[src/rtl/ctrl_seq_pkg.sv]
// Shared types and constants for the DNN datapath stage sequencer.
// Mode-bit indices and a bring-up default table live here for the datapath and bench.
package ctrl_seq_pkg;

  typedef enum logic {
    StIdle,
    StRun
  } seq_state_e;

  localparam int unsigned MODE_SSHRIN = 0;
  localparam int unsigned MODE_WSHRIN = 1;
  localparam int unsigned MODE_ACCCLR = 2;
  localparam int unsigned MODE_OUTEN  = 3;

  localparam int unsigned DEF_NUM_STAGES = 11;
  localparam int unsigned DEF_NUM_MODES  = 4;

  // Row 10 first, row 0 last.
  localparam logic [DEF_NUM_STAGES-1:0][DEF_NUM_MODES-1:0] DEF_MODE_TABLE = {
    4'b1001, 4'b0000, 4'b0000, 4'b0001, 4'b0000, 4'b0000,
    4'b0000, 4'b0000, 4'b0010, 4'b0000, 4'b0100
  };
  localparam logic [DEF_NUM_STAGES-1:0][DEF_NUM_MODES-1:0] DEF_HOLD_TABLE = '0;

endpackage

[src/rtl/ctrl_mode_table.sv]
// Per-stage mode register file: one write port, one combinational read port.
// Hold-mask storage is built only when CTRL_SEQ_HOLD_EN is defined.
module ctrl_mode_table
  import ctrl_seq_pkg::*;
#(
  parameter int unsigned NUM_STAGES = 11,
  parameter int unsigned STAGE_W    = 4,
  parameter int unsigned NUM_MODES  = 4
) (
  input  logic                 clk,
  input  logic                 rst,
  input  logic                 wr_en,
  input  logic [STAGE_W-1:0]   wr_addr,
  input  logic [NUM_MODES-1:0] wr_modes,
  input  logic [NUM_MODES-1:0] wr_hold,
  input  logic [STAGE_W-1:0]   rd_addr,
  output logic [NUM_MODES-1:0] rd_modes,
  output logic [NUM_MODES-1:0] rd_hold
);

  logic [NUM_MODES-1:0] modes_q [NUM_STAGES];

  // Rows beyond NUM_STAGES have no match, so such writes fall away.
  always_ff @(posedge clk) begin
    if (rst) begin
      for (int r = 0; r < int'(NUM_STAGES); r++) modes_q[r] <= '0;
    end else if (wr_en) begin
      for (int r = 0; r < int'(NUM_STAGES); r++) begin
        if (wr_addr == STAGE_W'(r)) modes_q[r] <= wr_modes;
      end
    end
  end

  // Same-cycle write is forwarded so a start sees a fresh row 0.
  always_comb begin
    rd_modes = '0;
    for (int r = 0; r < int'(NUM_STAGES); r++) begin
      if (rd_addr == STAGE_W'(r)) rd_modes = modes_q[r];
    end
    if (wr_en && (wr_addr == rd_addr)) rd_modes = wr_modes;
  end

`ifdef CTRL_SEQ_HOLD_EN
  logic [NUM_MODES-1:0] hold_q [NUM_STAGES];

  always_ff @(posedge clk) begin
    if (rst) begin
      for (int r = 0; r < int'(NUM_STAGES); r++) hold_q[r] <= '0;
    end else if (wr_en) begin
      for (int r = 0; r < int'(NUM_STAGES); r++) begin
        if (wr_addr == STAGE_W'(r)) hold_q[r] <= wr_hold;
      end
    end
  end

  always_comb begin
    rd_hold = '0;
    for (int r = 0; r < int'(NUM_STAGES); r++) begin
      if (rd_addr == STAGE_W'(r)) rd_hold = hold_q[r];
    end
    if (wr_en && (wr_addr == rd_addr)) rd_hold = wr_hold;
  end
`else
  logic unused_wr_hold;
  assign unused_wr_hold = ^wr_hold;
  assign rd_hold        = '0;
`endif

endmodule

[src/rtl/ctrl_mode_sequencer.sv]
// Stage sequencer and mode decoder: runs layer_repeat passes over NUM_STAGES stages.
// Define CTRL_SEQ_HOLD_EN to let table rows hold selected mode bits across a stage advance.
module ctrl_mode_sequencer
  import ctrl_seq_pkg::*;
#(
  parameter int unsigned STAGE_W    = 4,
  parameter int unsigned NUM_STAGES = 11,
  parameter int unsigned NUM_MODES  = 4,
  parameter int unsigned REPEAT_W   = 8
) (
  input  logic                 clk,
  input  logic                 rst,
  input  logic                 start,
  input  logic [REPEAT_W-1:0]  layer_repeat,
  input  logic                 stall,
  input  logic                 cfg_we,
  input  logic [STAGE_W-1:0]   cfg_stage,
  input  logic [NUM_MODES-1:0] cfg_modes,
  input  logic [NUM_MODES-1:0] cfg_hold,
  output logic [STAGE_W-1:0]   rd_stage,
  output logic [NUM_MODES-1:0] mode,
  output logic [REPEAT_W-1:0]  pass_cnt,
  output logic                 busy,
  output logic                 done
);

  seq_state_e           state_q, state_d;
  logic [STAGE_W-1:0]   stage_q, stage_d;
  logic [REPEAT_W-1:0]  pass_q, pass_d;
  logic [REPEAT_W-1:0]  rep_q, rep_d;
  logic [NUM_MODES-1:0] mode_q, mode_d;
  logic                 done_q, done_d;

  logic                 last_stage, last_pass;
  logic [STAGE_W-1:0]   tbl_addr;
  logic [NUM_MODES-1:0] tbl_modes, tbl_hold, tbl_merged;

  assign last_stage = (stage_q == STAGE_W'(NUM_STAGES - 1));
  assign last_pass  = (pass_q == rep_q - REPEAT_W'(1));

  // Look ahead to the row the next advance will load.
  assign tbl_addr = ((state_q == StRun) && !last_stage) ? stage_q + STAGE_W'(1) : '0;

  ctrl_mode_table #(
    .NUM_STAGES(NUM_STAGES),
    .STAGE_W   (STAGE_W),
    .NUM_MODES (NUM_MODES)
  ) u_table (
    .clk     (clk),
    .rst     (rst),
    .wr_en   (cfg_we && (state_q == StIdle)),
    .wr_addr (cfg_stage),
    .wr_modes(cfg_modes),
    .wr_hold (cfg_hold),
    .rd_addr (tbl_addr),
    .rd_modes(tbl_modes),
    .rd_hold (tbl_hold)
  );

  assign tbl_merged = (mode_q & tbl_hold) | (tbl_modes & ~tbl_hold);

  always_comb begin
    state_d = state_q;
    stage_d = stage_q;
    pass_d  = pass_q;
    rep_d   = rep_q;
    mode_d  = mode_q;
    done_d  = 1'b0;
    unique case (state_q)
      StIdle: begin
        if (start) begin
          if (layer_repeat != '0) begin
            state_d = StRun;
            stage_d = '0;
            pass_d  = '0;
            rep_d   = layer_repeat;
            mode_d  = tbl_modes & ~tbl_hold;
          end else begin
            done_d = 1'b1;
          end
        end
      end
      StRun: begin
        if (!stall) begin
          if (!last_stage) begin
            stage_d = stage_q + STAGE_W'(1);
            mode_d  = tbl_merged;
          end else if (!last_pass) begin
            stage_d = '0;
            pass_d  = pass_q + REPEAT_W'(1);
            mode_d  = tbl_merged;
          end else begin
            state_d = StIdle;
            stage_d = '0;
            pass_d  = '0;
            mode_d  = '0;
            done_d  = 1'b1;
          end
        end
      end
      default: state_d = StIdle;
    endcase
  end

  always_ff @(posedge clk) begin
    if (rst) begin
      state_q <= StIdle;
      stage_q <= '0;
      pass_q  <= '0;
      rep_q   <= '0;
      mode_q  <= '0;
      done_q  <= 1'b0;
    end else begin
      state_q <= state_d;
      stage_q <= stage_d;
      pass_q  <= pass_d;
      rep_q   <= rep_d;
      mode_q  <= mode_d;
      done_q  <= done_d;
    end
  end

  assign rd_stage = stage_q;
  assign mode     = mode_q;
  assign pass_cnt = pass_q;
  assign busy     = (state_q == StRun);
  assign done     = done_q;

endmodule

[config.mk]
export PLATFORM = sky130hd
export DESIGN_NAME = ctrl_mode_sequencer
export DESIGN_NICKNAME = d
export VERILOG_FILES = /design/src/rtl/ctrl_seq_pkg.sv /design/src/rtl/ctrl_mode_table.sv /design/src/rtl/ctrl_mode_sequencer.sv
export SDC_FILE = /design/constraint.sdc
export NUM_CORES = 1
export LEC_CHECK = 0
export BUFFER_PORTS_ARGS = -buffer_cell sky130_fd_sc_hd__buf_4
export CORE_ASPECT_RATIO = 0.8
export CORE_MARGIN = 3
export CORE_UTILIZATION = 40
export DETAILED_ROUTE_END_ITERATION = 12
export PLACE_DENSITY_LB_ADDON = 0.15
export SLEW_MARGIN = 0
export SYNTH_ARGS = -nofsm -noshare
export SYNTH_HDL_FRONTEND = slang
export SYNTH_SLANG_ARGS = --single-unit
[constraint.sdc]
create_clock -name clk -period 3.3 [get_ports clk]
set_clock_uncertainty 0.05 [all_clocks]
set_input_delay 0.66 -clock clk [delete_from_list [all_inputs] [get_ports clk]]
set_output_delay 0.66 -clock clk [all_outputs]
set_load 0.01 [all_outputs]
==> results of run 1 <==
[registers in the layout (all words and copies together), names as in the netlist]
signal / cells
busy: 1
done: 1
mode: 4
pass_cnt: 8
rd_stage: 4
rep_q: 8
u_table.modes_q: 44
[path summary, 6_finish.rpt]
check | from | endpoint | slack, ps | cells past startpoint
hold / removal | rep_q[7]$_SDFFE_PP0P_ | rep_q[7]$_SDFFE_PP0P_ | 430 | 2
hold reg to reg | rep_q[7]$_SDFFE_PP0P_ | rep_q[7]$_SDFFE_PP0P_ | 430 | 2
setup reg to reg | rd_stage[0]$_SDFFE_PP0P_ | mode[2]$_SDFFE_PP0P_ | 620 | 8
setup / recovery | rd_stage[0]$_SDFFE_PP0P_ | mode[2]$_SDFFE_PP0P_ | 620 | 8
[stage by stage]
stage          setup slack [ps]  total power, mW
4_1_cts                     611             2.27
6_report                    621             2.26
2_1_floorplan               809             1.16
3_5_place_dp                636             1.25
5_1_grt                     314             2.34
3_3_place_gp                696             1.25
[cells by family (layout without fill, tap and decap cells)]
kind of cell / Yosys count / count (layout) / share of synthesized area [%]
buf+inv: 31 / 72 / 4.32
compound gates: 78 / 78 / 14.3
fa+ha+maj: 4 / 4 / 1.35
flops: 70 / 70 / 49.7
xor+xnor: 18 / 18 / 4.25
mux: 6 / 6 / 1.62
simple gates: 194 / 194 / 24.5
[metal layers]
| metal | GRT usage, % | wire length (um) | vias up |
|---|---|---|---|
| met2 | 24.4 | 3980 | 108 |
| met5 | 0 | 0 | - |
| met3 | 4.35 | 713 | 10 |
| li1 | - | - | 1493 |
| met1 | 30.5 | 4880 | 1475 |
| met4 | 5.01 | 99 | 0 |
[worst register-to-register path: cells and delay by family, from the launching register on]
kind	cells	cell delay [ps]
AO/OA/AOI/OAI	4	1200
adder cells (fa/ha/maj)	1	270
buffers and inverters	1	90
flip-flops	1	330
AND/OR/NAND/NOR	2	640
[cell usage in the layout, fill, tap and decap left out, types with 11 or more instances in the layout]
master    Yosys  routed
inv_1        11      11
edfxtp_1     44      44
nand2_1      45      45
nand2b_1     21      21
nor2_1       79      79
dfxtp_1      26      26
buf_4         1      45
a21oi_1      25      25
o21ai_0      11      11
[area by class of cell]
cell class | count | area (um2) | area share [%]
clock buffer | 12 | 268 | 6.10
clock inverter | 4 | 52.6 | 1.20
inverter | 11 | 41.3 | 0.941
multi-input combinational | 300 | 1710 | 38.9
sequential | 70 | 1840 | 42.0
tap | 112 | 140 | 3.19
timing repair buffer | 45 | 338 | 7.70
[power breakdown]
part	switching [mW]	internal (mW)	leakage, nW
clock network	0.366	0.653	0.158
logic	0.150	0.101	0.860
registers	0.0238	0.964	0.671
total	0.540	1.72	1.69
==> results.toml, run 1 <==
[yosys]
synth_edf_count = 44
synth_nets = 430
mappedNetlistArea_um2 = 3710
synthCells = 401
yosysTopAreaCell = "edfxtp_1"
ys_top_cells_by_count = "nor2_1 (79), nand2_1 (45), edfxtp_1 (44)"
synth_seq_area_share_pct = 49.7
yosys_register_bits = 70
yosysTopAreaCellShare_pct = 35.6
yosysMostFrequentCell = "nor2_1"
avgSynthCellArea_um2 = 9.25
synth_ff_type = "edfxtp_1"
synth.yosys.warnings = 0
ys_top_cells_by_area = "edfxtp_1 (36%), dfxtp_1 (14%), nor2_1 (8.0%)"
yosysUniqueCellTypes = 60
synthArstFlopShare_pct = 0

[global_routing]
grt_start_max_net_pins = 38
grt_pass1_wl_um = 15000
grt_overflow = 0
antenna_found_initial = 0
grt_pass1_vias = 2617
grt_usage_pct = 18.8

[die]
dieArea_um2 = 10500
die_h_um = 92.1
std_cell_rows = 30
die_w_um = 114
ios = 43
initial_core_util_pct = 42.4
core_um2 = 8750

[timing]
fmax_mhz = 373
tightest_slew_ps = 643
hold_ws_ps = 435
slew_viol_final = 0
finalSetupTns_ps = 0
min_period_over_period_pct = 81.2
relSlewSlack_pct = 57.1
rsz0062_at_grt = "false"
setup_viol = 0
final_hold_viol_count = 0
period_needed_ps = 2680

[routing]
drc = 0
vias_per_cell = 5.57
wl_per_cell_um = 17.5
routed_wl_um = 9670
antenna_left = 0
drt_iter0_drc = 356
vias = 3086
drt_pre_antenna_iters = 5

[finish]
fin_cells = 554
final_nets = 466
fin_util_pct = 50.2
syn_to_final_growth_pct = 18.3
antenna_cells = 0
post-route-cell-area_um2 = 4390
drive_above_1_share_pct = 14.7
fillers = 832

[power_and_ir_drop]
vdd_drop_max_uv = 301
power.density_nw_per_um2 = 514
leakage_nw = 1.69

[cts]
numCtsBuffers = 9
cts_setup_buffers = 0
h-tree-depth = 3
cts_buffer_depth = 2
path_clk_slew_ps = 60
holdBufCountCts = 0
cts_root_buffer = "clkbuf_16"
clock_sinks = 70
cts_tree = "done"
clk_latency_ps = 330
cts-resized-gates = 0

[critical_path]
critical_path.max_stage_delay_ps = 470
crit_type = "reg -> reg"
critical_path.top_delay_family = "compound AO/OA/AOI/OAI gates"
critPathMaxFanout = 11
crit_chain = "inv_1, ha_1, and2_1, o21ai_0, nand4b_1, o32ai_1, o21ai_0, a311oi_1"
worstSetupEndpointType = "flop"
cp-start-kind = "flop"
crit_arrival_ps = 2860
required_ps = 3480
timing.critical_path.mode_cell = "o21ai_0"
cp_slowest_cell = "nand4b_1"
path_buf_inv = 1

[placement]
postPlaceCellArea_um2 = 4070
port-buffer-count = 38
routabilityCongestion = 0.854
dp_hpwl_um = 7070
dp.cells = 538

[run]
max_cap_violations = 0

[outcome]
outcome = "completed"

[min_path]
hp-class = "reg -> reg"
No activity file was read; power rests on OpenSTA's default activity.
==> inputs of run 2 (changes only) <==
==> constraint.sdc (replaced) <==
create_clock -name clk -period 2.41 [get_ports clk]
set_clock_uncertainty 0.05 [all_clocks]
set_input_delay 0.482 -clock clk [delete_from_list [all_inputs] [get_ports clk]]
set_output_delay 0.482 -clock clk [all_outputs]
set_load 0.01 [all_outputs]
==> results.toml, run 2 (synthesis results as in run 1) <==
[outcome]
outcome = "completed"

[timing]
fmax_mhz = 421
setup_viol = 0
slew_viol_final = 0
period_needed_ps = 2380
min_period_over_period_pct = 98.6
final_hold_viol_count = 0
relSlewSlack_pct = 58.8
tightest_slew_ps = 618
finalWorstSetupSlack_ps = 32.5
rsz0062_at_grt = "true"

[critical_path]
crit_type = "reg -> reg"
crit_arrival_ps = 2600
critical_path.max_stage_delay_ps = 430
required_ps = 2630
cp_slowest_cell = "or4_4"
worstSetupEndpointType = "flop"
crit_chain = "inv_2, ha_4, buf_6, nand3_2, a221oi_2, a41oi_2, or3_4, or4_4, or2_1, a21oi_2"
cp-start-kind = "flop"
critPathMaxFanout = 3

[placement]
dp_slack_ps = -38.1
port-buffer-count = 38
routabilityCongestion = 0.874
dp_hpwl_um = 7320
postPlaceCellArea_um2 = 4240

[global_routing]
grt_use_met2_pct = 27.0
antenna_found_initial = 0
grt_pass1_vias = 2938
grt_start_max_net_pins = 22
grt_most_used_layer = "met1"
grt_pass1_wl_um = 15800
grt_overflow = 0
met1_usage_pct = 30.5
use_met3_pct = 4.02
grt_usage_pct = 19.6

[finish]
final_nets = 489
fillers = 814
drive_above_1_share_pct = 23.0
fin_util_pct = 53.4
post-route-cell-area_um2 = 4670
largest_register_ffs = 44
most-common-layout-cells = "nor2_1 (79), buf_4 (67), nand2_1 (45)"
syn_to_final_growth_pct = 26.0
antenna_cells = 0
top_register = "u_table.modes_q"
layout_commonest_cell = "nor2_1"

[cts]
holdBufCountCts = 0
clk_latency_ps = 330
h-tree-depth = 3
cts_buffer_depth = 2
clock_sinks = 70
numCtsBuffers = 9
cts_root_buffer = "clkbuf_16"
path_clk_slew_ps = 60
cts_tree = "done"

[routing]
wl_per_cell_um = 17.1
vias = 3146
drt_iter0_drc = 320
drt_pre_antenna_iters = 4
antenna_left = 0
drc = 0
vias_per_cell = 5.45
routed_wl_um = 9860

[power_and_ir_drop]
pwr-share-comb_pct = 12.7
internal-power_mw = 2.39
clkPwrFrac_pct = 44.3
p_seq_share_pct = 43.1
sw_frac_of_total_pct = 23.8
power.density_nw_per_um2 = 671
leakage_nw = 1.82
switching_power_mw = 0.748
vdd_drop_max_uv = 543

[die]
core_um2 = 8750
dieArea_um2 = 10500
ios = 43
die_w_um = 114
std_cell_rows = 30
die_h_um = 92.1
initial_core_util_pct = 42.4

[min_path]
hp-class = "in -> reg"

[run]
max_cap_violations = 0
-- run 2: cell count changes in the layout (fill, tap and decap cells not counted), moves of 2 or more --
cell       previous run  this run
o21ai_0              11         9
a2bb2oi_2             0         3
ha_4                  0         2
buf_4                45        67
a2bb2oi_1             4         1
inv_1                11         9
inv_2                 0         2
ha_1                  4         2
-- run 2: layer usage --
layer	vias up	share of wire, %	wire, um
li1	1541	-	-
met1	1500	51	5000
met2	92	42	4100
met3	13	6.3	622
met4	0	1.4	139
met5	-	0	0
-- run 2: final cells by class --
type / count / area [um2] / area share [%]
Inverter: 11 / 41.3 / 0.884
Multi-Input combinational cell: 300 / 1810 / 38.8
Clock inverter: 4 / 52.6 / 1.12
Sequential cell: 70 / 1840 / 39.4
Clock buffer: 12 / 268 / 5.73
Tap cell: 112 / 140 / 3.00
Timing Repair Buffer: 68 / 514 / 11.0
-- run 2: critical path: cells and delay by family, from the launching register on --
kind / cells / cell delay [ps]
and+or+nand+nor: 4 / 1180
adders and majority gates: 1 / 150
DFF: 1 / 320
buffers and inverters: 2 / 160
AOI/OAI and AO/OA: 3 / 460
-- run 2: power by group through the flow --
stage	combinational, mW	sequential (mW)	clock [mW]
3_3_place_gp	0.365	1.37	0
3_5_place_dp	0.368	1.37	0
5_1_grt	0.435	1.36	1.46
2_1_floorplan	0.231	1.37	0
4_1_cts	0.372	1.35	1.41
6_report	0.397	1.35	1.39
-- run 2: final timing paths --
| kind | depth (start not counted) | endpoint | slack, ps | from |
|---|---|---|---|---|
| max | 10 | done$_SDFF_PP0_ | 30 | rep_q[1]$_SDFFE_PP0P_ |
| min | 3 | rep_q[3]$_SDFFE_PP0P_ | 350 | layer_repeat[3] |
| max reg2reg | 10 | done$_SDFF_PP0_ | 30 | rep_q[1]$_SDFFE_PP0P_ |
| min reg2reg | 2 | rep_q[7]$_SDFFE_PP0P_ | 450 | rep_q[7]$_SDFFE_PP0P_ |
-- run 2: stage by stage --
stage               hold WS (ps)  TNS (ps)  power [mW]  instances
floorplan                    396         0        1.60        401
global placement             441         0        1.74        560
detailed placement           446     -40.2        1.74        560
CTS                          342         0        3.13        576
global route                 360      -113        3.25        577
finish                       351         0        3.14        577
-- run 2: repair_timing --
action | 4_1_cts | 5_1_grt
pin swaps | 1 | 6
buffers inserted | 0 | 1
setup endpoints to repair | 2 | 14
resized for setup | 2 | 22
